<file path="src/rtl/led_cmd_if.sv">
// Command handshake bundle between a command source and the LED link serializer.
// Carries the valid/ready pair plus the 3-bit state and 5-bit LED address fields.
interface led_cmd_if;
    logic       cmd_valid;
    logic       cmd_ready;
    logic [2:0] cmd_state;
    logic [4:0] cmd_addr;

    modport master (
        output cmd_valid,
        output cmd_state,
        output cmd_addr,
        input  cmd_ready
    );

    modport slave (
        input  cmd_valid,
        input  cmd_state,
        input  cmd_addr,
        output cmd_ready
    );
endinterface

</file>
<file path="src/rtl/led_cmd_serializer.sv">
// Buffers LED commands in a small FIFO and shifts each out as an 8-bit
// CLK/DATA/LATCH frame, MSB first, followed by a latch strobe and a gap.
module led_cmd_serializer #(
    parameter int DIV        = 4,
    parameter int FIFO_DEPTH = 4,
    parameter int NUM_LEDS   = 20
) (
    input  logic     CLK,
    input  logic     RESET,
    led_cmd_if.slave cmd,
    output logic     err_addr,
    output logic     busy,
    output logic     SCLK,
    output logic     SDATA,
    output logic     SLATCH
);
    localparam int AW = $clog2(FIFO_DEPTH);
    localparam int CW = AW + 1;
    localparam logic [CW-1:0] FULL = CW'(FIFO_DEPTH);
    localparam logic [5:0] NL = 6'(NUM_LEDS);
    localparam logic [8:0] T_HALF = 9'(DIV - 1);
    localparam logic [8:0] T_LATCH = 9'(2 * DIV - 1);

    localparam logic [2:0] IDLE   = 3'd0;
    localparam logic [2:0] LOAD   = 3'd1;
    localparam logic [2:0] BIT_LO = 3'd2;
    localparam logic [2:0] BIT_HI = 3'd3;
    localparam logic [2:0] LATCH  = 3'd4;
    localparam logic [2:0] GAP    = 3'd5;

    logic [7:0]    mem [FIFO_DEPTH];
    logic [AW-1:0] wr_ptr, rd_ptr;
    logic [CW-1:0] count, count_n;
    logic          ready_q, err_q;
    logic          hs, in_range, push, pop, empty;

    logic [2:0] state, state_n;
    logic [8:0] tmr, tmr_n;
    logic [2:0] bitc, bitc_n;
    logic [7:0] shreg, shreg_n;
    logic       sending;

    assign cmd.cmd_ready = ready_q;
    assign err_addr      = err_q;

    assign hs       = cmd.cmd_valid & ready_q;
    assign in_range = {1'b0, cmd.cmd_addr} < NL;
    assign push     = hs & in_range;
    assign pop      = (state == LOAD);
    assign empty    = (count == '0);
    assign count_n  = count + CW'(push) - CW'(pop);
    assign busy     = (state != IDLE) | ~empty;

    // ready is registered from the post-update occupancy
    always_ff @(posedge CLK) begin
        if (RESET) begin
            wr_ptr  <= '0;
            rd_ptr  <= '0;
            count   <= '0;
            ready_q <= 1'b0;
            err_q   <= 1'b0;
        end else begin
            if (push) wr_ptr <= wr_ptr + 1'b1;
            if (pop)  rd_ptr <= rd_ptr + 1'b1;
            count   <= count_n;
            ready_q <= (count_n != FULL);
            err_q   <= hs & ~in_range;
        end
    end

    always_ff @(posedge CLK) begin
        if (push) mem[wr_ptr] <= {cmd.cmd_state, cmd.cmd_addr};
    end

    always_comb begin
        state_n = state;
        tmr_n   = tmr;
        bitc_n  = bitc;
        shreg_n = shreg;
        unique case (state)
            IDLE: begin
                if (!empty) begin
                    state_n = LOAD;
                    shreg_n = mem[rd_ptr];
                end
            end
            LOAD: begin
                state_n = BIT_LO;
                tmr_n   = T_HALF;
                bitc_n  = 3'd7;
            end
            BIT_LO: begin
                if (tmr == '0) begin
                    state_n = BIT_HI;
                    tmr_n   = T_HALF;
                end else begin
                    tmr_n = tmr - 1'b1;
                end
            end
            BIT_HI: begin
                if (tmr != '0) begin
                    tmr_n = tmr - 1'b1;
                end else if (bitc != '0) begin
                    bitc_n  = bitc - 1'b1;
                    shreg_n = {shreg[6:0], 1'b0};
                    state_n = BIT_LO;
                    tmr_n   = T_HALF;
                end else begin
                    state_n = LATCH;
                    tmr_n   = T_LATCH;
                end
            end
            LATCH: begin
                if (tmr == '0) begin
                    state_n = GAP;
                    tmr_n   = T_HALF;
                end else begin
                    tmr_n = tmr - 1'b1;
                end
            end
            GAP: begin
                if (tmr == '0) state_n = IDLE;
                else           tmr_n   = tmr - 1'b1;
            end
            default: state_n = IDLE;
        endcase
    end

    // pins are registered from the next state so they line up with it
    assign sending = state_n inside {LOAD, BIT_LO, BIT_HI};

    always_ff @(posedge CLK) begin
        if (RESET) begin
            state  <= IDLE;
            tmr    <= '0;
            bitc   <= '0;
            shreg  <= '0;
            SCLK   <= 1'b0;
            SDATA  <= 1'b0;
            SLATCH <= 1'b0;
        end else begin
            state  <= state_n;
            tmr    <= tmr_n;
            bitc   <= bitc_n;
            shreg  <= shreg_n;
            SCLK   <= (state_n == BIT_HI);
            SDATA  <= sending & shreg_n[7];
            SLATCH <= (state_n == LATCH);
        end
    end
endmodule
</file>
<file path="src/flat_wrapper.sv">
// flat-port wrapper written by rule: the top's interface ports become plain ports
module led_cmd_serializer_flat 
#(
    parameter int DIV        = 4,
    parameter int FIFO_DEPTH = 4,
    parameter int NUM_LEDS   = 20
)
  (CLK, RESET, err_addr, busy, SCLK, SDATA, SLATCH, cmd_cmd_valid, cmd_cmd_state, cmd_cmd_addr, cmd_cmd_ready);
  led_cmd_if cmd_i ();
  input  logic CLK;
  input  logic RESET;
  output logic err_addr;
  output logic busy;
  output logic SCLK;
  output logic SDATA;
  output logic SLATCH;
  input wire logic [$bits(cmd_i.cmd_valid)-1:0] cmd_cmd_valid;
  input wire logic [$bits(cmd_i.cmd_state)-1:0] cmd_cmd_state;
  input wire logic [$bits(cmd_i.cmd_addr)-1:0] cmd_cmd_addr;
  output wire logic [$bits(cmd_i.cmd_ready)-1:0] cmd_cmd_ready;
  assign cmd_i.cmd_valid = cmd_cmd_valid;
  assign cmd_i.cmd_state = cmd_cmd_state;
  assign cmd_i.cmd_addr = cmd_cmd_addr;
  assign cmd_cmd_ready = cmd_i.cmd_ready;
  led_cmd_serializer #(.DIV(DIV), .FIFO_DEPTH(FIFO_DEPTH), .NUM_LEDS(NUM_LEDS)) u_core (.CLK(CLK), .RESET(RESET), .cmd(cmd_i), .err_addr(err_addr), .busy(busy), .SCLK(SCLK), .SDATA(SDATA), .SLATCH(SLATCH));
endmodule
</file>
<file path="config.mk">
export PLATFORM = sky130hd
export DESIGN_NAME = led_cmd_serializer_flat
export DESIGN_NICKNAME = d
export VERILOG_FILES = /design/src/rtl/led_cmd_if.sv /design/src/rtl/led_cmd_serializer.sv /design/src/flat_wrapper.sv
export SDC_FILE = /design/constraint.sdc
export NUM_CORES = 1
export LEC_CHECK = 0
export BUFFER_PORTS_ARGS = -buffer_cell sky130_fd_sc_hd__buf_4
export CELL_PAD_IN_SITES_DETAIL_PLACEMENT = 2
export CELL_PAD_IN_SITES_GLOBAL_PLACEMENT = 2
export CORE_UTILIZATION = 44
export DETAILED_ROUTE_END_ITERATION = 12
export PLACE_DENSITY = 0.92
export SETUP_SLACK_MARGIN = 0.15
export SYNTH_ARGS = -nofsm -noshare
export SYNTH_HDL_FRONTEND = slang
export SYNTH_SLANG_ARGS = --single-unit
</file>
<file path="constraint.sdc">
create_clock -name CLK -period 7.08 [get_ports CLK]
set_input_delay 1.416 -clock CLK [delete_from_list [all_inputs] [get_ports CLK]]
set_output_delay 1.416 -clock CLK [all_outputs]
set_load 0.05 [all_outputs]
</file>
=== Yosys cells after proc, flatten, opt, wreduce, memory -nomap -nowiden ===
Memory sizes are Yosys's and may differ from the RTL's. A register that Yosys moved wholly into a read port is not among the register bits.
Index checks and enable logic that the tools add are counted.
Widths: inputs -> output; s select.

* $add $sub $neg: 6
* Magnitude comparators: 1
* Equal/unequal tests: 14
* Mux-type cells: 23
* Bitwise logic cells: 7
* Reduce and logical (&&, ||, !) cells: 14

{| class="wikitable"
|+ Operators by type and width
! cell !! count
|-
| $pmux 9 s4 || 1
|-
| $mux 3 || 9
|-
| $mux 9 || 3
|-
| $mux 8 || 3
|-
| $pmux 3 s6 || 1
|-
| $pmux 8 s2 || 1
|-
| $eq 3x2->1 const B || 4
|-
| $eq 3x3->1 const B || 3
|-
| $logic_not 9->1 || 1
|-
| $reduce_bool 3->1 || 3
|-
| $reduce_bool 9->1 || 1
|-
| $sub 9x1->9 const B || 1
|-
| $eq 3x1->1 const B || 2
|-
| $logic_not 3->1 || 2
|-
| $ne 2x2->1 const B || 3
|-
| $pmux 3 s2 || 1
|-
| $lt 5x5->1 const B || 1
|-
| $add 2x1->2 const B || 2
|-
| $and 1x1->1 || 4
|-
| $mux 2 || 2
|-
| $reduce_and 4->1 || 1
|-
| $reduce_bool 2->1 || 2
|-
| $reduce_bool 4->1 || 1
|-
| $add 3x1->3 || 1
|-
| other kinds (10) || 12
|}

* Register bits after elaboration: 35
* RAM bits: 32
* Input bits: 11
* Output and inout bits: 6
* Memories: 1

{| class="wikitable"
|+ Memory list
! memory !! depth !! bits a word !! rd ports !! clocked after Yosys merged registers in !! wr ports !! RTL line !! RTL
|-
| u_core.mem || 4 || 8 || 1 || 1 || 1 || led_cmd_serializer.sv:31 || <nowiki>logic [7:0] mem [FIFO_DEPTH];</nowiki>
|}

=== Longest topological paths before layout ===
* Word-level depth: 7
* Mapped depth: 12
* Mapped depth without buffers: 11

=== Worst setup path after synthesis ===
OpenSTA, ideal clock, no wires.

* Path kind: input to register
* Start point: input cmd_cmd_addr[3]
* End point: register u_core.ready_q, in the netlist u_core.cmd.cmd_ready
* Library setup time: 128 ps
* Arrival: 2,879 ps
* Setup slack: 4,073 ps
* Stages on the path: 9
* Path buffers: 1
* Cell sequence: o21ai_0 nor2b_1 clkbuf_1 ha_1 inv_1 fa_1 xnor2_1 nor3b_1 nor2_1

* Word-level cells in the longest chain between the ends: 5

{| class="wikitable"
|+ RTL lines
! what !! RTL line !! RTL
|-
| from (decl) || flat_wrapper.sv:19 || <nowiki>input wire logic [$bits(cmd_i.cmd_addr)-1:0] cmd_cmd_addr;</nowiki>
|-
| $lt 5x5->1 || led_cmd_serializer.sv:47 || <nowiki>assign in_range = {1'b0, cmd.cmd_addr} < NL;</nowiki>
|-
| $and 1x1->1 || led_cmd_serializer.sv:48 || <nowiki>assign push = hs & in_range;</nowiki>
|-
| named net u_core.push || led_cmd_serializer.sv:35 || <nowiki>logic hs, in_range, push, pop, empty;</nowiki>
|-
| $add 3x1->3 || led_cmd_serializer.sv:51 || <nowiki>assign count_n = count + CW'(push) - CW'(pop);</nowiki>
|-
| $sub 3x1->3 || led_cmd_serializer.sv:51 ||
|-
| $ne 3x3->1 || led_cmd_serializer.sv:66 || <nowiki>ready_q <= (count_n != FULL);</nowiki>
|-
| to (signal assigned) || led_cmd_serializer.sv:66 ||
|-
| to (decl) || led_cmd_serializer.sv:34 || <nowiki>logic ready_q, err_q;</nowiki>
|}

The timed path passes the listed nets, and every way through them passes these cells.
A chain may end at the register's enable or synchronous reset.

=== Worst setup path in the final report ===
* Start point: input cmd_cmd_addr[3]
* End point: register u_core.ready_q, in the netlist u_core.cmd.cmd_ready

* Word-level cells in the longest chain between the ends: 5

{| class="wikitable"
|+ RTL lines
! what !! RTL line
|-
| $lt 5x5->1 || led_cmd_serializer.sv:47
|-
| $and 1x1->1 || led_cmd_serializer.sv:48
|-
| $add 3x1->3 || led_cmd_serializer.sv:51
|-
| $sub 3x1->3 || led_cmd_serializer.sv:51
|-
| $ne 3x3->1 || led_cmd_serializer.sv:66
|}

No other way between the ends.

==> results.toml <==
[outcome]
status = "finished clean"

[floorplanning]
chipHeight_um = 86.4
die_w_um = 86.4
rows = 30
start_util_pct = 45.8
dieArea_um2 = 7460
core-area_um2 = 6830
io_pins = 17

[synth]
syn_nets = 296
synth-edff-count = 32
yosysTopAreaCell = "edfxtp_1"
synth_async_sr_flop_share_pct = 0
synth-simple-area-share_pct = 18.4
yosys-mux-area-fraction_pct = 6.07
yosysMostFrequentCell = "dfxtp_1"
yosys-top-cells-area = "edfxtp_1 31%, dfxtp_1 24%, mux4_2 5.8%"
synth_top_area_share_pct = 30.7
synth_ff_type = "dfxtp_1"
synthTopCellsByCount = "37 x dfxtp_1, 32 x edfxtp_1, 20 x nand2_1, 16 x nor2_1, 15 x nand3_1"
synth-seq-cells = 69
syn-mean-instance-area_um2 = 11.5
synth_top_family_by_area = "simple AND/OR/NAND/NOR gates"
synth-compound-area-share_pct = 10.5
yosys.area_share.adder_pct = 5.03
yosysSeqAreaShare_pct = 54.3
synth-xor-area-share_pct = 2.52
ys_warn_count = 0
synthCells = 273
ys_types = 55
netlist_area_um2 = 3130

[worst_hold_path]
whs_path_depth = 2
hold_path.class = "reg2reg"

[routing]
drt_iter0_markers = 103
drtAntennaViolNets = 0
drc = 0
routed_wl_um = 9660
vias = 2319
wire_per_inst_um = 24.8
drtPass1Iterations = 4
viasPerCell = 5.96

[sta]
period_needed_ns = 3.36
setup_tns_ns = 0
worst_pin_slew_ns = 1.11
setup_viol = 0
max_freq_ghz = 0.298
fin_crit_sh_pct = 47.5
rsz0062_at_grt = "false"
slew_viol_final = 0
maxSlewHeadroom_pct = 25.2
fin_worst_skew_ns = 0.0119
finalHoldViolCount = 0

[clocking]
cts_resized = 0
cts.hold.buffers_added = 0
htree_num_levels = 3
clk_path_buf_depth = 2
post-cts-setup-buffer-count = 0
cts_buffers = 9
clk_latency_ns = 0.36
clockRootBuffer = "clkbuf_8"
cts_tree = "yes"
cts.sinks = 69
clk_pin_slew_worst_paths_ns = 0.08

[place]
dpl.hpwl_um = 5770
routabilityCongestion = 0.757
portBuffers = 16

[critical_path]
critical_path_class = "in2reg"
cp.arrival_ns = 3.60
r2r_cells = 11
cp-start-kind = "primary input"
cp_max_fo = 7
crit_path_end_kind = "flip-flop"
required_ns = 7.32

[global_routing]
use_met1_pct = 33.5
top_usage_layer = "met2"
grt_pass1_wl_um = 15200
grt-ovfl-total = 0
antenna_found_initial = 0
use_met3_pct = 7.62
grt_pass1_vias = 2560
use_met2_pct = 50.0
grt_max_degree = 32
grt_usage_pct = 28.7

[cells_and_area]
drive_gt1_share_pct = 17.4
nets = 311
fin_util_pct = 51.9
num-fill-cells = 689
diodes = 0
syn_to_final_growth_pct = 13.2

[power_and_ir_drop]
leakage_uw = 0.00130
ir_drop_uv = 300
finalPower_uw = 1620
pwr_density_cell_nw_per_um2 = 458

[job]
drv_cap = 0
where the power goes:
part / internal [uW] / switching [uW] / total [uW]
registers: 489 / 86.9 / 576
logic: 238 / 432 / 670
clock network: 200 / 178 / 379
total: 928 / 697 / 1620
final timing paths:
path,from,endpoint,slack [ns]
max,cmd_cmd_addr[3],u_core.cmd.cmd_ready,3.72
min,u_core.shreg[0],u_core.shreg[0],0.49
max reg2reg,u_core.state[0],u_core.cmd.cmd_ready,3.95
min reg2reg,u_core.shreg[0],u_core.shreg[0],0.49
logic make-up after synthesis:
kind of cell	after synthesis
compound gates	48
xor+xnor	9
fa+ha+maj	12
buf+inv	26
flops	69
mux	9
simple gates	100
routing by layer:
layer,up-vias,part of all wire (%)
li1,1042,-
met1,1186,40
met2,68,53
met3,23,4.6
met4,0,2.3
met5,-,0
flip-flops by register name, summed over array words and instances (netlist names), named ones only:
signal,flops
u_core.bitc,3
u_core.SLATCH,1
u_core.SCLK,1
u_core.SDATA,1
u_core.cmd.cmd_ready,1
u_core.err_addr,1
u_core.count,3
u_core.mem,32
u_core.tmr,9
u_core.rd_ptr,2
u_core.wr_ptr,2
u_core.state,3
u_core.shreg,8
worst max-delay path: stages:
cell,delay (ns)
buf_4,0.13
o21ai_0,0.34
nor2b_1,0.54
ha_1,0.25
inv_1,0.06
fa_1,0.40
xnor2_1,0.16
nor3b_1,0.22
nor2_1,0.07
layout by cell type, fill, tap and decap left out, types with 2 or more instances in the layout:
cell | synthesis | final
xor2_1 | 5 | 5
buf_4 | 0 | 16
edfxtp_1 | 32 | 32
a21oi_1 | 13 | 13
nand2b_1 | 5 | 5
clkbuf_8 | 0 | 9
nor2b_1 | 6 | 6
a22oi_1 | 7 | 7
xnor2_1 | 4 | 4
inv_1 | 14 | 14
or2_2 | 2 | 2
nand4_1 | 5 | 5
bufinv_16 | 0 | 2
nand2_1 | 20 | 20
nor4_1 | 3 | 3
dfxtp_1 | 37 | 37
mux4_2 | 8 | 8
nand3_1 | 15 | 15
o21ai_0 | 3 | 3
nor3_1 | 10 | 10
ha_1 | 11 | 11
a31oi_1 | 6 | 6
nor3b_1 | 2 | 2
o22ai_1 | 3 | 3
inv_6 | 0 | 2
and2_1 | 4 | 4
nor2_1 | 16 | 16
a21o_1 | 2 | 2
per-stage QoR:
step	hold slack (ns)	setup WS, ns	area (um^2)	std cells
after floorplan	0.448	4.07	3130	273
after global placement	0.456	3.77	3320	373
after detailed placement	0.474	3.52	3320	373
after CTS	0.487	3.73	3550	389
after global routing	0.500	3.64	3550	389
final	0.492	3.72	3550	389
layout make-up:
type	instances	area (um^2)	share of cell area, %
multi-input cells	178	1330	37.5
repair buffers	16	120	3.39
well taps	96	120	3.39
flip-flops and latches	69	1700	48.0
clock inverters	7	97.6	2.75
inverters	14	52.6	1.48
clock buffers	9	124	3.49
(Power assumes the default switching activity.)
